File: config.mk
export PLATFORM = sky130hd
export DESIGN_NAME = mem_arbiter
export DESIGN_NICKNAME = d
export VERILOG_FILES = /design/src/rtl/mem_arbiter.sv
export SDC_FILE = /design/constraint.sdc
export NUM_CORES = 1
export LEC_CHECK = 0
export ABC_AREA = 0
export BUFFER_PORTS_ARGS = -buffer_cell sky130_fd_sc_hd__buf_4
export CAP_MARGIN = 20
export CELL_PAD_IN_SITES_DETAIL_PLACEMENT = 2
export CELL_PAD_IN_SITES_GLOBAL_PLACEMENT = 2
export CORE_MARGIN = 8
export CORE_UTILIZATION = 13
export DETAILED_ROUTE_END_ITERATION = 16
export PLACE_DENSITY = 0.87
export SETUP_SLACK_MARGIN = 0.4
export SLEW_MARGIN = 20
export SYNTH_ARGS = -nofsm -noshare
export SYNTH_HDL_FRONTEND = slang
export SYNTH_SLANG_ARGS = --single-unit
File: constraint.sdc
create_clock -name clk -period 2.55 [get_ports clk]
set_input_delay 0.3825 -clock clk [delete_from_list [all_inputs] [get_ports clk]]
set_output_delay 0.3825 -clock clk [all_outputs]
set_load 0.03 [all_outputs]
File: src/rtl/mem_arbiter.sv
// Two-requester (CPU/DMA) single-port memory arbiter with a starvation guard.
// Optional build macro MEM_ARB_ROUND_ROBIN_EN: round-robin tie-break in IDLE.
module mem_arbiter #(
    parameter int AW       = 32,
    parameter int DW       = 32,
    parameter int MAX_WAIT = 4
) (
    input  logic          clk,
    input  logic          reset,
    input  logic          cpu_req,
    input  logic          cpu_we,
    input  logic [AW-1:0] cpu_adr,
    input  logic [DW-1:0] cpu_wd,
    output logic          cpu_gnt,
    output logic          cpu_rvalid,
    output logic [DW-1:0] cpu_rd,
    input  logic          dma_req,
    input  logic          dma_we,
    input  logic          dma_lock,
    input  logic [AW-1:0] dma_adr,
    input  logic [DW-1:0] dma_wd,
    output logic          dma_gnt,
    output logic          dma_rvalid,
    output logic [DW-1:0] dma_rd,
    output logic          mem_we,
    output logic [AW-1:0] mem_a,
    output logic [DW-1:0] mem_wd,
    input  logic [DW-1:0] mem_rd,
    output logic [1:0]    owner
);

    localparam logic [3:0] WAIT_LIM = 4'(MAX_WAIT);

    typedef enum logic [1:0] {
        IDLE    = 2'b00,
        OWN_CPU = 2'b01,
        OWN_DMA = 2'b10
    } state_t;

    state_t     state;
    state_t     tie_pick;
    logic [3:0] cpu_wait;
    logic [3:0] dma_wait;

    // Saturating wait counter: counts cycles a request sits ungranted.
    function automatic logic [3:0] wait_next(input logic req, input logic gnt,
                                             input logic [3:0] w);
        if (!req || gnt)
            return 4'd0;
        if (w >= WAIT_LIM)
            return WAIT_LIM;
        return w + 4'd1;
    endfunction

`ifdef MEM_ARB_ROUND_ROBIN_EN
    logic last_dma;
    assign tie_pick = last_dma ? OWN_CPU : OWN_DMA;
`else
    assign tie_pick = OWN_CPU;
`endif

    always_ff @(posedge clk or negedge reset) begin
        if (!reset) begin
            state    <= IDLE;
            cpu_wait <= 4'd0;
            dma_wait <= 4'd0;
`ifdef MEM_ARB_ROUND_ROBIN_EN
            last_dma <= 1'b1;
`endif
        end else begin
            cpu_wait <= wait_next(cpu_req, state == OWN_CPU, cpu_wait);
            dma_wait <= wait_next(dma_req, state == OWN_DMA, dma_wait);
`ifdef MEM_ARB_ROUND_ROBIN_EN
            if (state == OWN_CPU)
                last_dma <= 1'b0;
            else if (state == OWN_DMA)
                last_dma <= 1'b1;
`endif
            case (state)
                IDLE: begin
                    if (cpu_req && dma_req)
                        state <= tie_pick;
                    else if (cpu_req)
                        state <= OWN_CPU;
                    else if (dma_req)
                        state <= OWN_DMA;
                end
                OWN_CPU: begin
                    if (dma_req && dma_wait == WAIT_LIM)
                        state <= OWN_DMA;
                    else if (cpu_req)
                        state <= OWN_CPU;
                    else if (dma_req)
                        state <= OWN_DMA;
                    else
                        state <= IDLE;
                end
                OWN_DMA: begin
                    // A locked DMA keeps the bus until the CPU has starved long enough.
                    if (dma_req && (dma_lock || !cpu_req) && cpu_wait < WAIT_LIM)
                        state <= OWN_DMA;
                    else if (cpu_req)
                        state <= OWN_CPU;
                    else if (dma_req)
                        state <= OWN_DMA;
                    else
                        state <= IDLE;
                end
                default: state <= IDLE;
            endcase
        end
    end

    assign owner   = state;
    assign cpu_gnt = (state == OWN_CPU);
    assign dma_gnt = (state == OWN_DMA);

    always_comb begin
        mem_we = 1'b0;
        mem_a  = '0;
        mem_wd = '0;
        case (state)
            OWN_CPU: begin
                mem_we = cpu_we & cpu_req;
                mem_a  = cpu_adr;
                mem_wd = cpu_wd;
            end
            OWN_DMA: begin
                mem_we = dma_we & dma_req;
                mem_a  = dma_adr;
                mem_wd = dma_wd;
            end
            default: ;
        endcase
    end

    assign cpu_rvalid = cpu_gnt & cpu_req & ~cpu_we;
    assign dma_rvalid = dma_gnt & dma_req & ~dma_we;
    assign cpu_rd     = cpu_gnt ? mem_rd : '0;
    assign dma_rd     = dma_gnt ? mem_rd : '0;

endmodule

==> results of run 1 <==
-- cell usage in the layout, fill, tap and decap left out, types with 2 or more instances in the layout --
cell and instances:
buf_4 306, nor2b_2 64, and2_1 64, a22oi_1 63, dfrtp_1 8, buf_12 6
inv_1 5, nor2_1 5, nand2_1 5, clkbuf_16 5, ha_1 4, nand2b_1 3
nand3_1 3, a21oi_1 3, nor2b_1 2, nand3b_1 2, ha_4 2, conb_1 2
dfrtp_2 2
-- what timing repair did --
| action | CTS | global route |
|---|---|---|
| hold endpoints to repair | 10 | 0 |
| cloned | 0 | 2 |
| setup endpoints to repair | 98 | 65 |
| pin swaps | 0 | 0 |
| resized for setup | 12 | 2 |
| hold buffers | 1 | 0 |
| setup buffers | 1 | 4 |
-- area by class of cell --
| cell class | count | area share, % |
|---|---|---|
| multi-input cells | 236 | 36.81 |
| well taps | 188 | 4.859 |
| repair buffers | 315 | 51.18 |
| flip-flops and latches | 10 | 5.221 |
| inverters | 5 | 0.3877 |
| clock buffers | 3 | 1.551 |
-- logic make-up (layout without fill, tap and decap cells) --
family | Yosys count | count (layout) | synth area share, %
adders and majority gates | 7 | 7 | 4.411
AOI/OAI and AO/OA | 71 | 71 | 26.72
other | 1 | 2 | 0.1889
and+or+nand+nor | 156 | 156 | 48.20
buffers and inverters | 35 | 323 | 7.877
DFF | 10 | 10 | 12.60
-- flip-flops by register name (all words and copies together) (netlist names) --
signal	count
owner	2
cpu_wait	4
dma_wait	4
-- per-layer routing --
layer  vias up  track usage (%)  wire length [µm]
met2       153            29.27              8732
met3        20            4.685              1196
li1       1546                -                 -
met5         -                0                 0
met4         0            4.000               356
met1      1566            14.88              5736
-- power groups by stage --
stage | Clock, mW | Combinational, mW | Sequential (mW)
after global routing | 0.283 | 5.54 | 0.236
final | 0.271 | 5.21 | 0.230
after detailed placement | 0 | 5.00 | 0.235
after floorplan | 0 | 3.16 | 0.248
after CTS | 0.281 | 5.16 | 0.235
after global placement | 0 | 4.86 | 0.225
-- path summary, 6_finish.rpt --
kind,depth (start not counted),startpoint,endpoint,slack (ns)
max in group asynchronous,2,reset,owner[1],1.87
max,5,owner[0],mem_we,0.45
min,1,cpu_wait[0],cpu_wait[0],0.44
max reg2reg,7,owner[1],owner[1],0.99
min reg2reg,1,cpu_wait[0],cpu_wait[0],0.44
min in group asynchronous,2,reset,dma_wait[0],0.52
==> results.yml, run 1 <==
detailed_routing:
  firstDrtPassIters: 4
  ant_nets: 0
  drtIter0Drc: 84
  wire_per_inst_um: 21.16
  vias: 3285
  vias_per_cell: 4.339
  detail_route.wirelength_um: 16020
  drc: 0
floorplanning:
  start_util_pct: 13.16
  fp.dieW_um: 139.6
  ioPinCount: 302
  dieHeight_um: 139.6
  die_area_um2: 19490
  rows: 45
  core-area_um2: 15090
critical_path:
  cpLargestDelayFamily: "buffers and inverters"
  cp-end-kind: "output pin"
  slowest_delay_ns: 0.42
  crit_fanout: 33
  worstSetupPathType: "flop to output pin"
  path_buf_inv: 3
  critPathLaunchType: "flop"
  cp_data_arrival_time_ns: 1.71
  cp_cell_sequence: "inv_1, ha_2, buf_12, a21boi_2, buf_4"
  slowest_stage: "dfrtp_2"
  worstPathRequired_ns: 2.17
placed_design:
  placed_cell_area_um2: 4611
  pre_cts_ws_ns: 0.3632
  hpwl_um: 13440
  globalplace.congestion: 0.8925
  dp.cells: 746
  port_buffers: 301
yosys:
  yosysMostFrequentCell: "nor2b_1"
  synth_top_area_share_pct: 24.20
  synth_area_leaders: "a22oi_1, nor2b_1, and2_1"
  synth_seq_area_share_pct: 12.60
  yosys-top-cells-count: "nor2b_1, a22oi_1, and2_1, buf_2"
  synthFlopType: "dfrtp_1"
  yosysTopAreaCell: "a22oi_1"
  yosys.cell_types.count: 26
  synth-edff-count: 0
  synthArstFlopShare_pct: 100.0
  synth_warnings: 0
  yosys_register_bits: 10
  synthCells: 280
  synthesis.area_um2: 1986
  syn_avg_cell_area_um2: 7.092
clock_network:
  cts_root_buffer: "clkbuf_16"
  cts.clk_slew.worst_paths_ns: 0.04
  htree_levels: 1
  clkSinkCount: 10
  numCtsBuffers: 3
  clock_path_buffers: 2
  clock_latency_ns: 0.23
  cts_tree: "done"
cells_and_area:
  num_antenna_cells: 0
  area_growth_pct: 143.8
  drive_above_1_share_pct: 68.54
  final_util_pct: 32.08
  layout.cells.non_filler: 757
  postLayoutCellArea_um2: 4841
  nets: 745
  multiInputGateArea_um2: 1782
  final-seq-area_um2: 252.7
  fillCellCount: 1745
timing:
  fin_hold_ws_ns: 0.4372
  worst_clock_skew_ns: 0.002288
  fin_crit_ns: 2.096
  setup_viol: 0
  fin_ws_ns: 0.4541
  rsz0062_at_grt: "yes"
  fin_crit_sh_pct: 82.19
  slew_viol_final: 0
  finalHoldViolations: 0
  max_freq_mhz: 477.1
  tns_ns: 0
global_route:
  grt_pass1_vias: 3807
  antenna_found_initial: 0
  grt_pass1_wl_um: 23100
  track_usage_pct: 14.97
  grt_max_degree: 55
  grt_overflow: 0
run_status:
  status: "completed"
power_and_ir_drop:
  p_seq_share_pct: 4.0
  p_leak_nw: 2.369
  ir_drop_uv: 368.7
  p_total_mw: 5.712
  power.switching_mw: 3.096
  p_clk_share_pct: 4.7
  p_comb_share_pct: 91.2
  intPower_mw: 2.616
  swShare_pct: 54.20
  p_per_area_nw_per_um2: 1180
min_path:
  hp-class: "flop to flop"
job:
  drv_cap: 0
(Power assumes the default switching activity.)
==> run 2: changes to the inputs <==
--- a/config.mk
+++ b/config.mk
@@ -5,15 +5,15 @@
 export SDC_FILE = /design/constraint.sdc
 export NUM_CORES = 1
 export LEC_CHECK = 0
-export ABC_AREA = 0
+export ABC_AREA = 1
 export BUFFER_PORTS_ARGS = -buffer_cell sky130_fd_sc_hd__buf_4
 export CAP_MARGIN = 20
 export CELL_PAD_IN_SITES_DETAIL_PLACEMENT = 2
 export CELL_PAD_IN_SITES_GLOBAL_PLACEMENT = 2
 export CORE_MARGIN = 8
-export CORE_UTILIZATION = 13
+export CORE_UTILIZATION = 11
 export DETAILED_ROUTE_END_ITERATION = 16
-export PLACE_DENSITY = 0.87
+export PLACE_DENSITY = 0.82
 export SETUP_SLACK_MARGIN = 0.4
 export SLEW_MARGIN = 20
 export SYNTH_ARGS = -nofsm -noshare
==> constraint.sdc (replaced) <==
create_clock -name clk -period 2.1 [get_ports clk]
set_input_delay 0.315 -clock clk [delete_from_list [all_inputs] [get_ports clk]]
set_output_delay 0.315 -clock clk [all_outputs]
set_load 0.03 [all_outputs]
==> run 2 against run 1 <==
Count of clock-buffer cells in the layout is 1 higher. Largest power group unchanged. Sequential share of layout area decreased by 1.3 points. Clock skew about the same. Critical endpoint is now mem_a[28]. Clock power rose by 38%. Non-clock buffer count grew 36. Worst hold slack got worse by 0.024 ns. Register-to-register slack worse by 0.65 ns. Routed wire length is 20% higher. Synthesized area rose by 3.2%. Sequential cell count unchanged. Highest routed layer unchanged. Global-route usage fell by 0.63 points. First-iteration DRC count decreased by 23%.
==> results.yml, run 2 <==
critical_path:
  slowest_delay_ns: 0.40
  worstSetupPathType: "flop to output pin"
  cp-end-kind: "output pin"
  worstPathRequired_ns: 1.78
  cp_cell_sequence: "inv_2, ha_1, inv_4, buf_16, a21oi_1, buf_4"
  cp_data_arrival_time_ns: 1.68
  slowest_stage: "dfrtp_2"
  critPathLaunchType: "flop"
  crit_fanout: 24
  reg2reg_from: "owner[0]"
  crit_path_start: "owner[1]"
detailed_routing:
  vias_per_cell: 4.078
  detail_route.wirelength_um: 19250
  firstDrtPassIters: 4
  wire_per_inst_um: 19.52
  drtIter0Drc: 65
  ant_nets: 0
  vias: 4021
  drc: 0
floorplanning:
  ioPinCount: 302
  start_util_pct: 11.06
  dieHeight_um: 152.5
  fp.dieW_um: 152.5
  die_area_um2: 23240
  core-area_um2: 18520
  rows: 50
yosys:
  synthFlopType: "dfrtp_1"
  yosys-top-cells-count: "nand2_1, inv_1, a21oi_1, buf_2, buf_4"
  synthArstFlopShare_pct: 100.0
  synthCells: 425
  synth_area_leaders: "nand2_1, a21oi_1, inv_1"
  yosys.cell_types.count: 17
  synth_top_area_share_pct: 38.85
  yosysTopAreaCell: "nand2_1"
  syn_avg_cell_area_um2: 4.819
  synth_seq_area_share_pct: 12.22
  synth-edff-count: 0
  synth_warnings: 0
  yosysMostFrequentCell: "nand2_1"
  yosys_register_bits: 10
  synthesis.area_um2: 2048
timing:
  fin_crit_ns: 1.994
  worst_clock_skew_ns: 0.002368
  fin_hold_ws_ns: 0.4129
  slew_viol_final: 0
  max_freq_mhz: 501.6
  setup_viol: 0
  finalHoldViolations: 0
  fin_crit_sh_pct: 94.94
  fin_ws_ns: 0.1064
  rsz0062_at_grt: "yes"
  tns_ns: 0
power_and_ir_drop:
  p_per_area_nw_per_um2: 1412
  p_leak_nw: 3.544
  ir_drop_uv: 691.9
placed_design:
  globalplace.congestion: 0.7663
  port_buffers: 301
  hpwl_um: 13240
  pre_cts_ws_ns: 0.2091
clock_network:
  clock_path_buffers: 2
  cts_root_buffer: "clkbuf_16"
  clkSinkCount: 10
  numCtsBuffers: 3
  cts_tree: "done"
  clock_latency_ns: 0.24
  htree_levels: 1
  cts.clk_slew.worst_paths_ns: 0.04
global_route:
  grt_pass1_wl_um: 26470
  grt_max_degree: 42
  antenna_found_initial: 0
  grt_overflow: 0
  grt_pass1_vias: 4411
  track_usage_pct: 14.34
cells_and_area:
  nets: 927
  final_common_cell: "buf_4"
  drive_above_1_share_pct: 71.01
  final_util_pct: 34.99
  fillCellCount: 2153
  area_growth_pct: 216.4
  layout_common_cells: "buf_4, nand2_1, buf_6"
  num_antenna_cells: 0
job:
  drv_cap: 0
min_path:
  hp-class: "input pin to flop"
  hold_start: "cpu_req"
run_status:
  status: "completed"
==> run 2: final cells by class <==
| class | count | area, µm² | area share, % |
|---|---|---|---|
| timing repair buffer | 351 | 3493 | 53.91 |
| tap | 234 | 292.8 | 4.518 |
| inverter | 80 | 302.8 | 4.673 |
| multi-input combinational | 307 | 2049 | 31.63 |
| sequential | 10 | 252.7 | 3.900 |
| clock buffer | 4 | 88.84 | 1.371 |
==> run 2: per-stage QoR <==
step | power [mW] | area (µm²) | cells
CTS | 7.815 | 5553 | 973
global placement | 6.056 | 4786 | 943
detailed placement | 6.135 | 4786 | 943
floorplan | 4.056 | 2320 | 426
finish | 9.148 | 6480 | 986
global route | 9.650 | 6480 | 986
==> run 2: worst max-delay path: cells and delay by family (launching register included) <==
kind                     cells  cell delay [ns]
AO/OA/AOI/OAI                1             0.07
adder cells (fa/ha/maj)      1             0.33
buffers and inverters        4             0.60
flip-flops                   1             0.40
==> run 2: power by group <==
part / internal, mW / total, mW / leakage, nW / switching, mW
combinational: 3.63 / 8.50 / 3.37 / 4.88
clock: 0.286 / 0.375 / 0.0442 / 0.0884
sequential: 0.233 / 0.271 / 0.126 / 0.0375
total: 4.15 / 9.15 / 3.54 / 5.00
==> run 2: timing repair <==
item,4_1_cts,5_1_grt
buffers inserted,17,7
endpoints found under the setup margin,133,135
cloned,8,6
endpoints found under the hold margin,10,0
resized for setup,67,208
pin swaps,7,19
hold buffers,1,0
==> run 2: path summary, 6_finish.rpt <==
kind	endpoint	slack, ns	cells past startpoint
worst max-delay path	mem_a[28]	0.11	6
worst min-delay path	owner[0]	0.41	3
worst max register to register	owner[0]	0.34	10
worst min register to register	cpu_wait[0]	0.44	1
max in group asynchronous	owner[1]	1.50	2
min in group asynchronous	cpu_wait[2]	0.45	2
==> run 2: cells by family (layout without fill, tap and decap cells) <==
logic type	after synthesis	after routing	synth area share, %
flops	10	10	12.22
simple gates	232	232	43.37
fa+ha+maj	7	7	4.276
buf+inv	109	435	23.64
other cells	1	2	0.1831
compound gates	66	66	16.31
==> run 2: per-layer routing <==
layer,wire (µm),share of wire (%),global-route usage [%],vias up
li1,-,-,-,1909
met1,7153,37,15.49,1970
met2,10890,57,28.54,132
met3,1036,5.4,3.063,10
met4,165,0.86,1.744,0
met5,0,0,0,-
==> run 3: changes to the inputs <==
--- a/config.mk
+++ b/config.mk
@@ -10,7 +10,7 @@
 export CAP_MARGIN = 20
 export CELL_PAD_IN_SITES_DETAIL_PLACEMENT = 2
 export CELL_PAD_IN_SITES_GLOBAL_PLACEMENT = 2
-export CORE_MARGIN = 8
+export CORE_MARGIN = 5
 export CORE_UTILIZATION = 11
 export DETAILED_ROUTE_END_ITERATION = 16
 export PLACE_DENSITY = 0.82
==> run 3 against run 2 <==
Sequential power fell by 4%. Count of clock-buffer cells in the layout did not move. Design area rose by 4.0%. Utilization grew 1.4 points. Setup slack got worse by 0.030 ns. Combinational power grew 2.7%. Sequential share of layout area down 0.15 points. Via count is 0.42% higher. Critical endpoint is now dma_rd[18]. First-iteration DRC count up 48%. Non-clock buffer count rose by 7. Largest cell class unchanged. Clock skew increased by 0.0017 ns. Global-route usage is 0.26 points lower.
==> results.yml, run 3 (synthesis results as in run 2) <==
timing:
  worst_clock_skew_ns: 0.004097
  fin_ws_ns: 0.07656
  fin_crit_sh_pct: 96.35
  fin_crit_ns: 2.023
  fin_hold_ws_ns: 0.3924
  tns_ns: 0
  slew_viol_final: 0
  rsz0062_at_grt: "yes"
  finalHoldViolations: 0
  setup_viol: 0
  max_freq_mhz: 494.2
floorplanning:
  dieHeight_um: 146.5
  rows: 50
  fp.dieW_um: 146.5
  die_area_um2: 21450
  core-area_um2: 18520
  start_util_pct: 11.06
  ioPinCount: 302
detailed_routing:
  firstDrtPassIters: 4
  wire_per_inst_um: 18.61
  drc: 0
  ant_nets: 0
  drtIter0Drc: 96
  vias_per_cell: 4.066
  vias: 4038
  detail_route.wirelength_um: 18480
power_and_ir_drop:
  p_leak_nw: 3.654
  p_total_mw: 9.324
  p_per_area_nw_per_um2: 1383
  ir_drop_uv: 642.0
placed_design:
  globalplace.congestion: 0.7730
  hpwl_um: 12370
  placed_cell_area_um2: 4793
  dp.cells: 944
  port_buffers: 301
  pre_cts_ws_ns: 0.2801
clock_network:
  clkSinkCount: 10
  htree_levels: 1
  cts.clk_slew.worst_paths_ns: 0.04
  cts_tree: "done"
  clock_path_buffers: 2
  clock_latency_ns: 0.23
  cts_root_buffer: "clkbuf_16"
  numCtsBuffers: 3
cells_and_area:
  nets: 934
  final_common_cell: "buf_4"
  layout.cells.non_filler: 993
  area_growth_pct: 229.1
  layout_common_cells: "buf_4, buf_6, nand2_1"
  drive_above_1_share_pct: 75.49
  final_util_pct: 36.41
  fillCellCount: 2144
  postLayoutCellArea_um2: 6741
  num_antenna_cells: 0
critical_path:
  cp_cell_sequence: "buf_6, ha_4, buf_12, buf_12, clkbuf_16, buf_6, nand2_4, inv_2, buf_6"
  reg2reg_from: "owner[0]"
  worstPathRequired_ns: 1.78
  crit_fanout: 4
  slowest_stage: "dfrtp_2"
  cp_data_arrival_time_ns: 1.71
  slowest_delay_ns: 0.41
  cp-end-kind: "output pin"
  worstSetupPathType: "flop to output pin"
  critPathLaunchType: "flop"
  crit_path_frequent_cell: "buf_6"
  crit_path_start: "owner[1]"
job:
  drv_cap: 0
global_route:
  grt_max_degree: 42
  antenna_found_initial: 0
  grt_pass1_vias: 4389
  grt_overflow: 0
  grt_pass1_wl_um: 24260
  track_usage_pct: 14.08
run_status:
  status: "completed"
min_path:
  hold_start: "cpu_req"
  hp-class: "input pin to flop"
[run 3: cell count changes in the layout (fill, tap and decap cells not counted), sizes merged]
cell	previous run	this run
buf	344	349
clkbuf	10	12
[run 3: final timing paths]
check                              end  slack (ns)  cells after the start
setup / recovery            dma_rd[18]        0.08                      9
hold / removal                owner[0]        0.39                      3
setup reg to reg              owner[0]        0.48                      9
hold reg to reg            cpu_wait[0]        0.45                      1
max in group asynchronous     owner[1]        1.50                      2
min in group asynchronous  dma_wait[2]        0.45                      2
[run 3: critical path, delay by kind of cell, from the launching register on]
kind | cells | cell delay (ns)
buffers and inverters | 7 | 0.83
DFF | 1 | 0.41
adders and majority gates | 1 | 0.18
and+or+nand+nor | 1 | 0.05
[run 3: cell type report]
cell class	count	area, µm²	area share [%]
Timing Repair Buffer	358	3635	53.92
Multi-Input combinational cell	307	2180	32.33
Inverter	80	302.8	4.491
Tap cell	234	292.8	4.343
Sequential cell	10	252.7	3.749
Clock buffer	4	78.83	1.169
[run 3: what timing repair did]
action,in CTS,in global routing
endpoints found under the setup margin,130,133
buffers inserted,17,9
hold endpoints to repair,10,0
gates resized for setup,107,235
gates cloned,8,10
hold buffers,1,0
pin swaps,7,37
[run 3: metal layers]
metal  track usage [%]  part of all wire [%]  vias up
li1                  -                     -     1925
met1             14.71                    36     1936
met2             28.20                    57      151
met3             3.414                   5.7       26
met4             2.916                   1.9        0
met5                 0                     0        -
[run 3: power by group]
part	total, mW	internal [mW]	switching (mW)
clock	0.335	0.254	0.0818
combinational	8.73	3.79	4.94
sequential	0.260	0.233	0.0270
total	9.32	4.27	5.05
